[src/rtl/fpga_cfg_pkg.sv]
// Shared types and CRC helper for the tinyFPGA configuration-chain loader.
package fpga_cfg_pkg;

    typedef enum logic [2:0] {
        ST_IDLE   = 3'd0,
        ST_LOAD   = 3'd1,
        ST_SHIFT  = 3'd2,
        ST_VERIFY = 3'd3,
        ST_DONE   = 3'd4
    } cfg_state_e;

    localparam logic [7:0] CRC8_POLY = 8'h07;
    localparam logic [7:0] CRC8_INIT = 8'h00;

    // One serial step of CRC-8, MSB-first feedback.
    function automatic logic [7:0] crc8_step(input logic [7:0] crc, input logic bit_in);
        logic fb_s;
        fb_s = crc[7] ^ bit_in;
        return {crc[6:0], 1'b0} ^ (fb_s ? CRC8_POLY : 8'h00);
    endfunction

endpackage

[src/rtl/fpga_cfg_loader_if.sv]
// Byte stream handshake carrying the bitstream into the configuration loader.
interface fpga_cfg_loader_if;
    logic [7:0] s_data;
    logic       s_valid;
    logic       s_ready;

    modport master (output s_data, output s_valid, input  s_ready);
    modport slave  (input  s_data, input  s_valid, output s_ready);
endinterface

[src/rtl/cfg_crc8.sv]
// Serial CRC-8 accumulator with synchronous clear and bit enable.
module cfg_crc8
    import fpga_cfg_pkg::*;
(
    input  logic       clk,
    input  logic       rst,
    input  logic       clear,
    input  logic       en,
    input  logic       bit_in,
    output logic [7:0] crc
);

    logic [7:0] crc_r;

    // CRC register: reset/clear to init, otherwise fold in one bit per enabled cycle.
    always_ff @(posedge clk) begin
        if (rst) begin
            crc_r <= CRC8_INIT;
        end else if (clear) begin
            crc_r <= CRC8_INIT;
        end else if (en) begin
            crc_r <= crc8_step(crc_r, bit_in);
        end else begin
            crc_r <= crc_r;
        end
    end

    assign crc = crc_r;

endmodule

[src/rtl/fpga_cfg_loader.sv]
// Shifts a byte-streamed bitstream into the fabric configuration chain and releases user mode.
// Optional readback CRC check is enabled by defining CFG_VERIFY_EN.
module fpga_cfg_loader
    import fpga_cfg_pkg::*;
#(
    parameter int CHAIN_LEN = 128
)(
    input  logic                      clk,
    input  logic                      rst,
    input  logic                      start,
    fpga_cfg_loader_if.slave          s_if,
    output logic                      cfg_en,
    output logic                      cfg_bit,
    input  logic                      cfg_sout,
    output logic                      busy,
    output logic                      done,
    output logic                      err,
    output logic                      fabric_run
);

    localparam int CNT_W = $clog2(CHAIN_LEN + 1);
    localparam logic [CNT_W-1:0] LAST_BIT = CNT_W'(CHAIN_LEN - 1);

    cfg_state_e     state_r;
    logic [CNT_W-1:0] cnt_r;
    logic [2:0]     bit_idx_r;
    logic [7:0]     shreg_r;
    logic           s_ready_r;
    logic           cfg_en_r;
    logic           cfg_bit_r;
    logic           busy_r;
    logic           done_r;
    logic           err_r;
    logic           fabric_run_r;

`ifdef CFG_VERIFY_EN
    logic       start_acc_s;
    logic [7:0] wr_crc_s;
    logic [7:0] rd_crc_s;
    logic       mismatch_s;

    assign start_acc_s = start && ((state_r == ST_IDLE) || (state_r == ST_DONE));
    // Final readback bit is folded in here so the verdict is ready on the DONE edge.
    assign mismatch_s  = (crc8_step(rd_crc_s, cfg_sout) != wr_crc_s);

    cfg_crc8 u_crc_wr (
        .clk    (clk),
        .rst    (rst),
        .clear  (start_acc_s),
        .en     (state_r == ST_SHIFT),
        .bit_in (cfg_bit_r),
        .crc    (wr_crc_s)
    );

    cfg_crc8 u_crc_rd (
        .clk    (clk),
        .rst    (rst),
        .clear  (start_acc_s),
        .en     (state_r == ST_VERIFY),
        .bit_in (cfg_sout),
        .crc    (rd_crc_s)
    );
`endif

    // Loader sequencer: state, bit bookkeeping and all registered outputs.
    always_ff @(posedge clk) begin
        if (rst) begin
            state_r      <= ST_IDLE;
            cnt_r        <= '0;
            bit_idx_r    <= 3'd0;
            shreg_r      <= 8'h00;
            s_ready_r    <= 1'b0;
            cfg_en_r     <= 1'b0;
            cfg_bit_r    <= 1'b0;
            busy_r       <= 1'b0;
            done_r       <= 1'b0;
            err_r        <= 1'b0;
            fabric_run_r <= 1'b0;
        end else begin
            case (state_r)
                ST_IDLE, ST_DONE: begin
                    if (start) begin
                        state_r      <= ST_LOAD;
                        cnt_r        <= '0;
                        s_ready_r    <= 1'b1;
                        busy_r       <= 1'b1;
                        done_r       <= 1'b0;
                        err_r        <= 1'b0;
                        fabric_run_r <= 1'b0;
                    end
                end
                ST_LOAD: begin
                    if (s_if.s_valid) begin
                        state_r   <= ST_SHIFT;
                        s_ready_r <= 1'b0;
                        cfg_en_r  <= 1'b1;
                        cfg_bit_r <= s_if.s_data[7];
                        shreg_r   <= {s_if.s_data[6:0], 1'b0};
                        bit_idx_r <= 3'd0;
                    end
                end
                ST_SHIFT: begin
                    if (cnt_r == LAST_BIT) begin
                        // Chain full: leftover LSBs of the final byte are dropped.
                        cnt_r     <= '0;
                        cfg_bit_r <= 1'b0;
`ifdef CFG_VERIFY_EN
                        state_r   <= ST_VERIFY;
                        cfg_en_r  <= 1'b1;
`else
                        state_r      <= ST_DONE;
                        cfg_en_r     <= 1'b0;
                        busy_r       <= 1'b0;
                        done_r       <= 1'b1;
                        fabric_run_r <= 1'b1;
`endif
                    end else begin
                        cnt_r <= cnt_r + CNT_W'(1);
                        if (bit_idx_r == 3'd7) begin
                            state_r   <= ST_LOAD;
                            s_ready_r <= 1'b1;
                            cfg_en_r  <= 1'b0;
                            cfg_bit_r <= 1'b0;
                        end else begin
                            cfg_bit_r <= shreg_r[7];
                            shreg_r   <= {shreg_r[6:0], 1'b0};
                            bit_idx_r <= bit_idx_r + 3'd1;
                        end
                    end
                end
`ifdef CFG_VERIFY_EN
                ST_VERIFY: begin
                    if (cnt_r == LAST_BIT) begin
                        state_r      <= ST_DONE;
                        cnt_r        <= '0;
                        cfg_en_r     <= 1'b0;
                        busy_r       <= 1'b0;
                        done_r       <= 1'b1;
                        err_r        <= mismatch_s;
                        fabric_run_r <= ~mismatch_s;
                    end else begin
                        cnt_r <= cnt_r + CNT_W'(1);
                    end
                end
`endif
                default: begin
                    state_r      <= ST_IDLE;
                    cnt_r        <= '0;
                    s_ready_r    <= 1'b0;
                    cfg_en_r     <= 1'b0;
                    cfg_bit_r    <= 1'b0;
                    busy_r       <= 1'b0;
                    done_r       <= 1'b0;
                    err_r        <= 1'b0;
                    fabric_run_r <= 1'b0;
                end
            endcase
        end
    end

    // Recirculation must present the tail bit in the same cycle, so it bypasses the register.
    assign cfg_bit     = (state_r == ST_VERIFY) ? cfg_sout : cfg_bit_r;
    assign cfg_en      = cfg_en_r;
    assign s_if.s_ready = s_ready_r;
    assign busy        = busy_r;
    assign done        = done_r;
    assign err         = err_r;
    assign fabric_run  = fabric_run_r;

endmodule
[src/flat_wrapper.sv]
// flat-port wrapper written by rule: the top's interface ports become plain ports
module fpga_cfg_loader_flat import fpga_cfg_pkg::*;
#(
    parameter int CHAIN_LEN = 128
)
  (clk, rst, start, cfg_en, cfg_bit, cfg_sout, busy, done, err, fabric_run, s_if_s_data, s_if_s_valid, s_if_s_ready);
  fpga_cfg_loader_if s_if_i ();
  input  logic clk;
  input  logic rst;
  input  logic start;
  output logic cfg_en;
  output logic cfg_bit;
  input  logic cfg_sout;
  output logic busy;
  output logic done;
  output logic err;
  output logic fabric_run;
  input wire logic [$bits(s_if_i.s_data)-1:0] s_if_s_data;
  input wire logic [$bits(s_if_i.s_valid)-1:0] s_if_s_valid;
  output wire logic [$bits(s_if_i.s_ready)-1:0] s_if_s_ready;
  assign s_if_i.s_data = s_if_s_data;
  assign s_if_i.s_valid = s_if_s_valid;
  assign s_if_s_ready = s_if_i.s_ready;
  fpga_cfg_loader #(.CHAIN_LEN(CHAIN_LEN)) u_core (.clk(clk), .rst(rst), .start(start), .s_if(s_if_i), .cfg_en(cfg_en), .cfg_bit(cfg_bit), .cfg_sout(cfg_sout), .busy(busy), .done(done), .err(err), .fabric_run(fabric_run));
endmodule
[config.mk]
export PLATFORM = sky130hd
export DESIGN_NAME = fpga_cfg_loader_flat
export DESIGN_NICKNAME = d
export VERILOG_FILES = /design/src/rtl/fpga_cfg_pkg.sv /design/src/rtl/fpga_cfg_loader_if.sv /design/src/rtl/cfg_crc8.sv /design/src/rtl/fpga_cfg_loader.sv /design/src/flat_wrapper.sv
export SDC_FILE = /design/constraint.sdc
export NUM_CORES = 1
export LEC_CHECK = 0
export CAP_MARGIN = 15
export CELL_PAD_IN_SITES_DETAIL_PLACEMENT = 0
export CELL_PAD_IN_SITES_GLOBAL_PLACEMENT = 1
export CORE_ASPECT_RATIO = 0.8
export CORE_MARGIN = 1.5
export CORE_UTILIZATION = 44
export CTS_CLUSTER_DIAMETER = 200
export DETAILED_ROUTE_END_ITERATION = 7
export PLACE_DENSITY = 0.88
export REMOVE_ABC_BUFFERS = 1
export SETUP_SLACK_MARGIN = 0.05
export SLEW_MARGIN = 10
export SYNTH_ARGS = -nofsm -noshare
export SYNTH_HDL_FRONTEND = slang
export SYNTH_SLANG_ARGS = --single-unit
[constraint.sdc]
create_clock -name clk -period 3.89 [get_ports clk]
set_input_delay 0.5835 -clock clk [delete_from_list [all_inputs] [get_ports clk]]
set_output_delay 0.5835 -clock clk [all_outputs]
set_load 0.02 [all_outputs]
# == After elaboration in Yosys (flattened, before gate mapping) ==
# Index checks and enable logic that the tools add are counted.
# classes
n_eq_ne,13
reduce_logical,12
n_mux,36
add_sub_neg,2
n_bitwise,3
# op_table
cell,count
$mux W8,5
$pmux W8 S3,1
$mux W3,7
$pmux W8 S2,1
$pmux W1 S3,5
$mux W1,14
$pmux W3 S3,1
$reduce_and A3 Y1,3
$add A8 B1 Y8 const B,1
$eq A8 B7 Y1 const B,1
$ne A2 B2 Y1 const B,4
$reduce_and A4 Y1,2
$eq A3 B2 Y1 const B,2
$eq A3 B3 Y1 const B,2
$pmux W3 S2,1
$reduce_and A2 Y1,3
$ne A2 B1 Y1 const B,2
$reduce_or A2 Y1,2
$add A3 B1 Y3 const B,1
$eq A3 B1 Y1 const B,1
$logic_not A3 Y1,1
$ne A3 B1 Y1 const B,1
$not A1 Y1,3
$pmux W1 S2,1
$reduce_bool A2 Y1,1
# word_totals
regBits,28
out_inout_bits,7
input_bits,13

# == Depth between registers and ports, before layout ==
# logic_depth
depth_word,4
ltp_mapped,7
mapped_depth_nobuf,6

# == Worst setup path before layout ==
# No wires, ideal clock.
# synth_path
path_type,reg2reg
start,register u_core.bit_idx_r[0]
end,register u_core.shreg_r[2]
path_stages_with_launch,8
period_less_slack_ns,1.693
t_required_ns,3.768
setup_time_ns,0.122
arrival_time_ns,1.571
path_slack_ns,2.197
cell_sequence,dfxtp_1 > ha_1 > ha_1 > nor4b_4 > a21boi_4 > buf_4 > o21ai_0 > o311a_1
# synth_between
elab_chain_cells,3
# synth_lines
item,line,source
"start, declared",fpga_cfg_loader.sv:26,logic [2:0] bit_idx_r;
"start signal, assigned",fpga_cfg_loader.sv:127,bit_idx_r <= bit_idx_r + 3'd1;
$eq A3 B3 Y1,fpga_cfg_loader.sv:119,if (bit_idx_r == 3'd7) begin
$ne A2 B2 Y1 (no line),-,
$reduce_and A4 Y1 (no line),-,
"end signal, assigned",fpga_cfg_loader.sv:98,"shreg_r <= {s_if.s_data[6:0], 1'b0};"
"end signal, assigned",fpga_cfg_loader.sv:126,"shreg_r <= {shreg_r[6:0], 1'b0};"
"end, declared",fpga_cfg_loader.sv:27,logic [7:0] shreg_r;
# Every way passes these cells.
# A chain may end at the register's enable or synchronous reset.

# == Final worst setup path ==
# layout_path
start,register u_core.state_r[2]
end,output port cfg_bit
# layout_between
elab_chain_cells,2
# layout_lines
item,line,source
"start, declared",fpga_cfg_loader.sv:24,cfg_state_e state_r;
"start signal, assigned",fpga_cfg_loader.sv:68,state_r <= ST_IDLE;
"start signal, assigned",fpga_cfg_loader.sv:83,state_r <= ST_LOAD;
"start signal, assigned",fpga_cfg_loader.sv:94,state_r <= ST_SHIFT;
$eq A3 B2 Y1,fpga_cfg_loader.sv:162,assign cfg_bit = (state_r == ST_VERIFY) ? cfg_sout : cfg_bit_r;
$mux W1,fpga_cfg_loader.sv:162,
"end, declared",flat_wrapper.sv:12,output logic cfg_bit;
# Every way passes these cells.

==> out/results.ini <==
[status]
status=finished clean

[finish]
multi_input_area_um2=792
diodes=0
fin_area_um2=1630
ff_latch_area_um2=520
drive_gt1_frac=0.0864
fill_cells=297
areaGrowthSynthToFinish_pct=17.1
layout.nets=179

[placed_design]
io_buffers=18
place_congestion=0.763
dpl_cell_area_um2=1550
place_hpwl_mm=2.11

[global_routing]
grt_remaining_overflow=0
antenna_found_initial=0
use_met2=0.266
grt-busiest-layer=met2
grt_pass1_vias=1012
grt_max_degree=18
use_met3=0.0383
grt_first_pass_wirelength_mm=4.69
use_met1=0.251
grtUsageTotal=0.178

[sta]
slew_violations=0
layout_min_cycle_time_ns=2.53
rsz0062_at_grt=no
slew_headroom=0.638
fin_tns_setup_ns=0
fmax_ghz=0.395
setup_viol=0
fin_skew_ns=0.00610
tightest_slew_ns=0.539
final-hold-violation-count=0
fin_crit_sh=0.650

[route]
dr.pass1.iters=4
drc=0
first_iter_violations=59
wl_mm=2.86
viasPerCell=5.71
drt-wirelength-per-cell_um=14.2
via_count=1153
ant_nets=0

[setup_path]
timing.rr.start=u_core.state_r[1]
slowest_stage=dfxtp_1
path_cells=nand3b_1 -> mux2_2 -> clkdlybuf4s50_1
worst_r2r_path_depth=3
rrSetupSlack_ns=1.88
worstSetupEndpoint=cfg_bit
crit_type=flip-flop to output pin
critPathLaunch=u_core.state_r[2]
rr_endpoint=u_core.s_if.s_ready
end_kind=output pin
required_ns=3.31
critPathMaxStageDelay_ns=0.62
start_kind=flip-flop
crit_fanout=12
worstPathArrival_ns=1.95

[die]
start_util=0.456
dieArea_um2=3500
core_area_um2=3040
die_h_um=53.2
core.rowCount=18
ioPinCount=20
fp.dieW_um=65.8

[hold_path]
hold_class=flip-flop to flip-flop

[synthesis]
synth_top_cell_area_share=0.375
ys_seq_area_frac=0.375
syn_inst=149
synthDistinctLibCells=46
synth_area_um2=1390
ys_top_cells_by_count=dfxtp_1, nor2_1, o21ai_0
synth.largest_area_cell=dfxtp_1
yosysMostFrequentCell=dfxtp_1
synth.avg_cell_area_um2=9.31
async_reset_ff_frac=0
synth_seq_cells=26
yosysWarningCount=0
synth_flop_cell=dfxtp_1
synth-edff-count=0
netlist_top_cells_area=dfxtp_1, mux2i_1, o311a_1

[job]
cap_violations=0

[cts]
cts_sinks=26
cts_buffers=3
cts_tree=yes
cts_setup_buffers=0
root_buffer=clkbuf_8
htree_levels=1
ctsLongestPathBuffers=2
ctsResizeCount=0
clk-insertion-delay-late_ns=0.28
cts_hold_buf=0
path_clk_slew_ns=0.09

[pwr]
vdd_drop_max_mv=0.271
intPower_uw=538
power_density_nw_per_um2=479
switching_share=0.309
p_switching_uw=241
power_frac_clock=0.293
p_leak_nw=0.640
pwr-share-comb=0.273
seqPwrFrac=0.434

-- critical path, delay by kind of cell, from the launching register on --
family | cells | cell delay (ns)
flops | 1 | 0.62
buf+inv | 1 | 0.53
mux | 1 | 0.34
simple gates | 1 | 0.18
-- how the worst min path moves through the flow --
stage,start,endpoint,slack (ns),depth (start not counted)
after floorplan,u_core.shreg_r[1],u_core.shreg_r[1],0.44,2
after global placement,u_core.bit_idx_r[1],u_core.bit_idx_r[1],0.46,2
after detailed placement,u_core.shreg_r[1],u_core.shreg_r[1],0.47,2
after CTS,u_core.shreg_r[1],u_core.shreg_r[1],0.48,2
after global routing,u_core.shreg_r[1],u_core.shreg_r[1],0.50,2
final,u_core.shreg_r[1],u_core.shreg_r[1],0.48,2
-- routing by layer --
metal | vias to the layer above | wire (um)
met5 | - | 0
met4 | 0 | 35
met3 | 5 | 123
met2 | 24 | 1250
met1 | 542 | 1460
li1 | 582 | -
-- cells by family after synthesis --
group / count (synthesis) / synth area share
and+or+nand+nor: 51 / 0.219
DFF: 26 / 0.375
buffers and inverters: 12 / 0.0541
muxes: 8 / 0.0586
xor gates and xnor gates: 5 / 0.0316
adders and majority gates: 3 / 0.0271
AOI/OAI and AO/OA: 43 / 0.232
other: 1 / 0.00270
-- flip-flops by register name (all words and copies together) (netlist names) --
name,cells
u_core.bit_idx_r,3
u_core.done,1
u_core.shreg_r,7
u_core.cnt_r,8
u_core.cfg_bit_r,1
u_core.busy,1
u_core.state_r,3
u_core.s_if.s_ready,1
u_core.cfg_en,1
-- per-stage QoR --
step	std cells	power (mW)	utilization	hold slack, ns	setup WS, ns
2_1_floorplan	140	0.481	-	0.437	2.16
3_3_place_gp	198	0.548	0.511	0.456	1.50
3_5_place_dp	198	0.555	0.511	0.472	1.47
4_1_cts	202	0.781	0.535	0.484	1.37
5_1_grt	202	0.815	0.535	0.500	1.26
6_report	202	0.779	0.535	0.478	1.36
-- final cells by class --
| type | instances | area share |
|---|---|---|
| clock buffer | 3 | 0.0254 |
| clock inverter | 1 | 0.0185 |
| inverter | 3 | 0.00693 |
| multi-input combinational | 111 | 0.487 |
| sequential | 26 | 0.320 |
| tap | 40 | 0.0308 |
| timing repair buffer | 18 | 0.111 |
-- cell usage in the layout, fill, tap and decap left out, drive strengths merged, types with 2 or more instances in the layout --
| cell | synthesis | layout |
|---|---|---|
| clkdlybuf4s50 | 0 | 18 |
| nor2b | 3 | 3 |
| xor2 | 5 | 5 |
| nand3 | 6 | 6 |
| ha | 3 | 3 |
| clkbuf | 1 | 3 |
| nor2 | 18 | 18 |
| and4 | 2 | 2 |
| o2111ai | 2 | 2 |
| o311a | 7 | 7 |
| o21ba | 2 | 2 |
| mux2i | 7 | 7 |
| a22oi | 2 | 2 |
| nor4b | 2 | 2 |
| nand3b | 2 | 2 |
| a21oi | 7 | 7 |
| inv | 3 | 3 |
| dfxtp | 26 | 26 |
| o21ai | 10 | 10 |
| nand2 | 5 | 5 |
| o211ai | 2 | 2 |
| nor3 | 4 | 4 |
| nand4 | 3 | 3 |
| a211oi | 3 | 3 |
-- power by group through the flow --
stage | sequential (mW) | combinational [mW] | clock, mW
after global routing | 0.343 | 0.234 | 0.238
after CTS | 0.337 | 0.212 | 0.231
after global placement | 0.341 | 0.207 | 0
final | 0.338 | 0.213 | 0.228
after floorplan | 0.342 | 0.139 | 0
after detailed placement | 0.344 | 0.211 | 0
(Power assumes the default switching activity.)
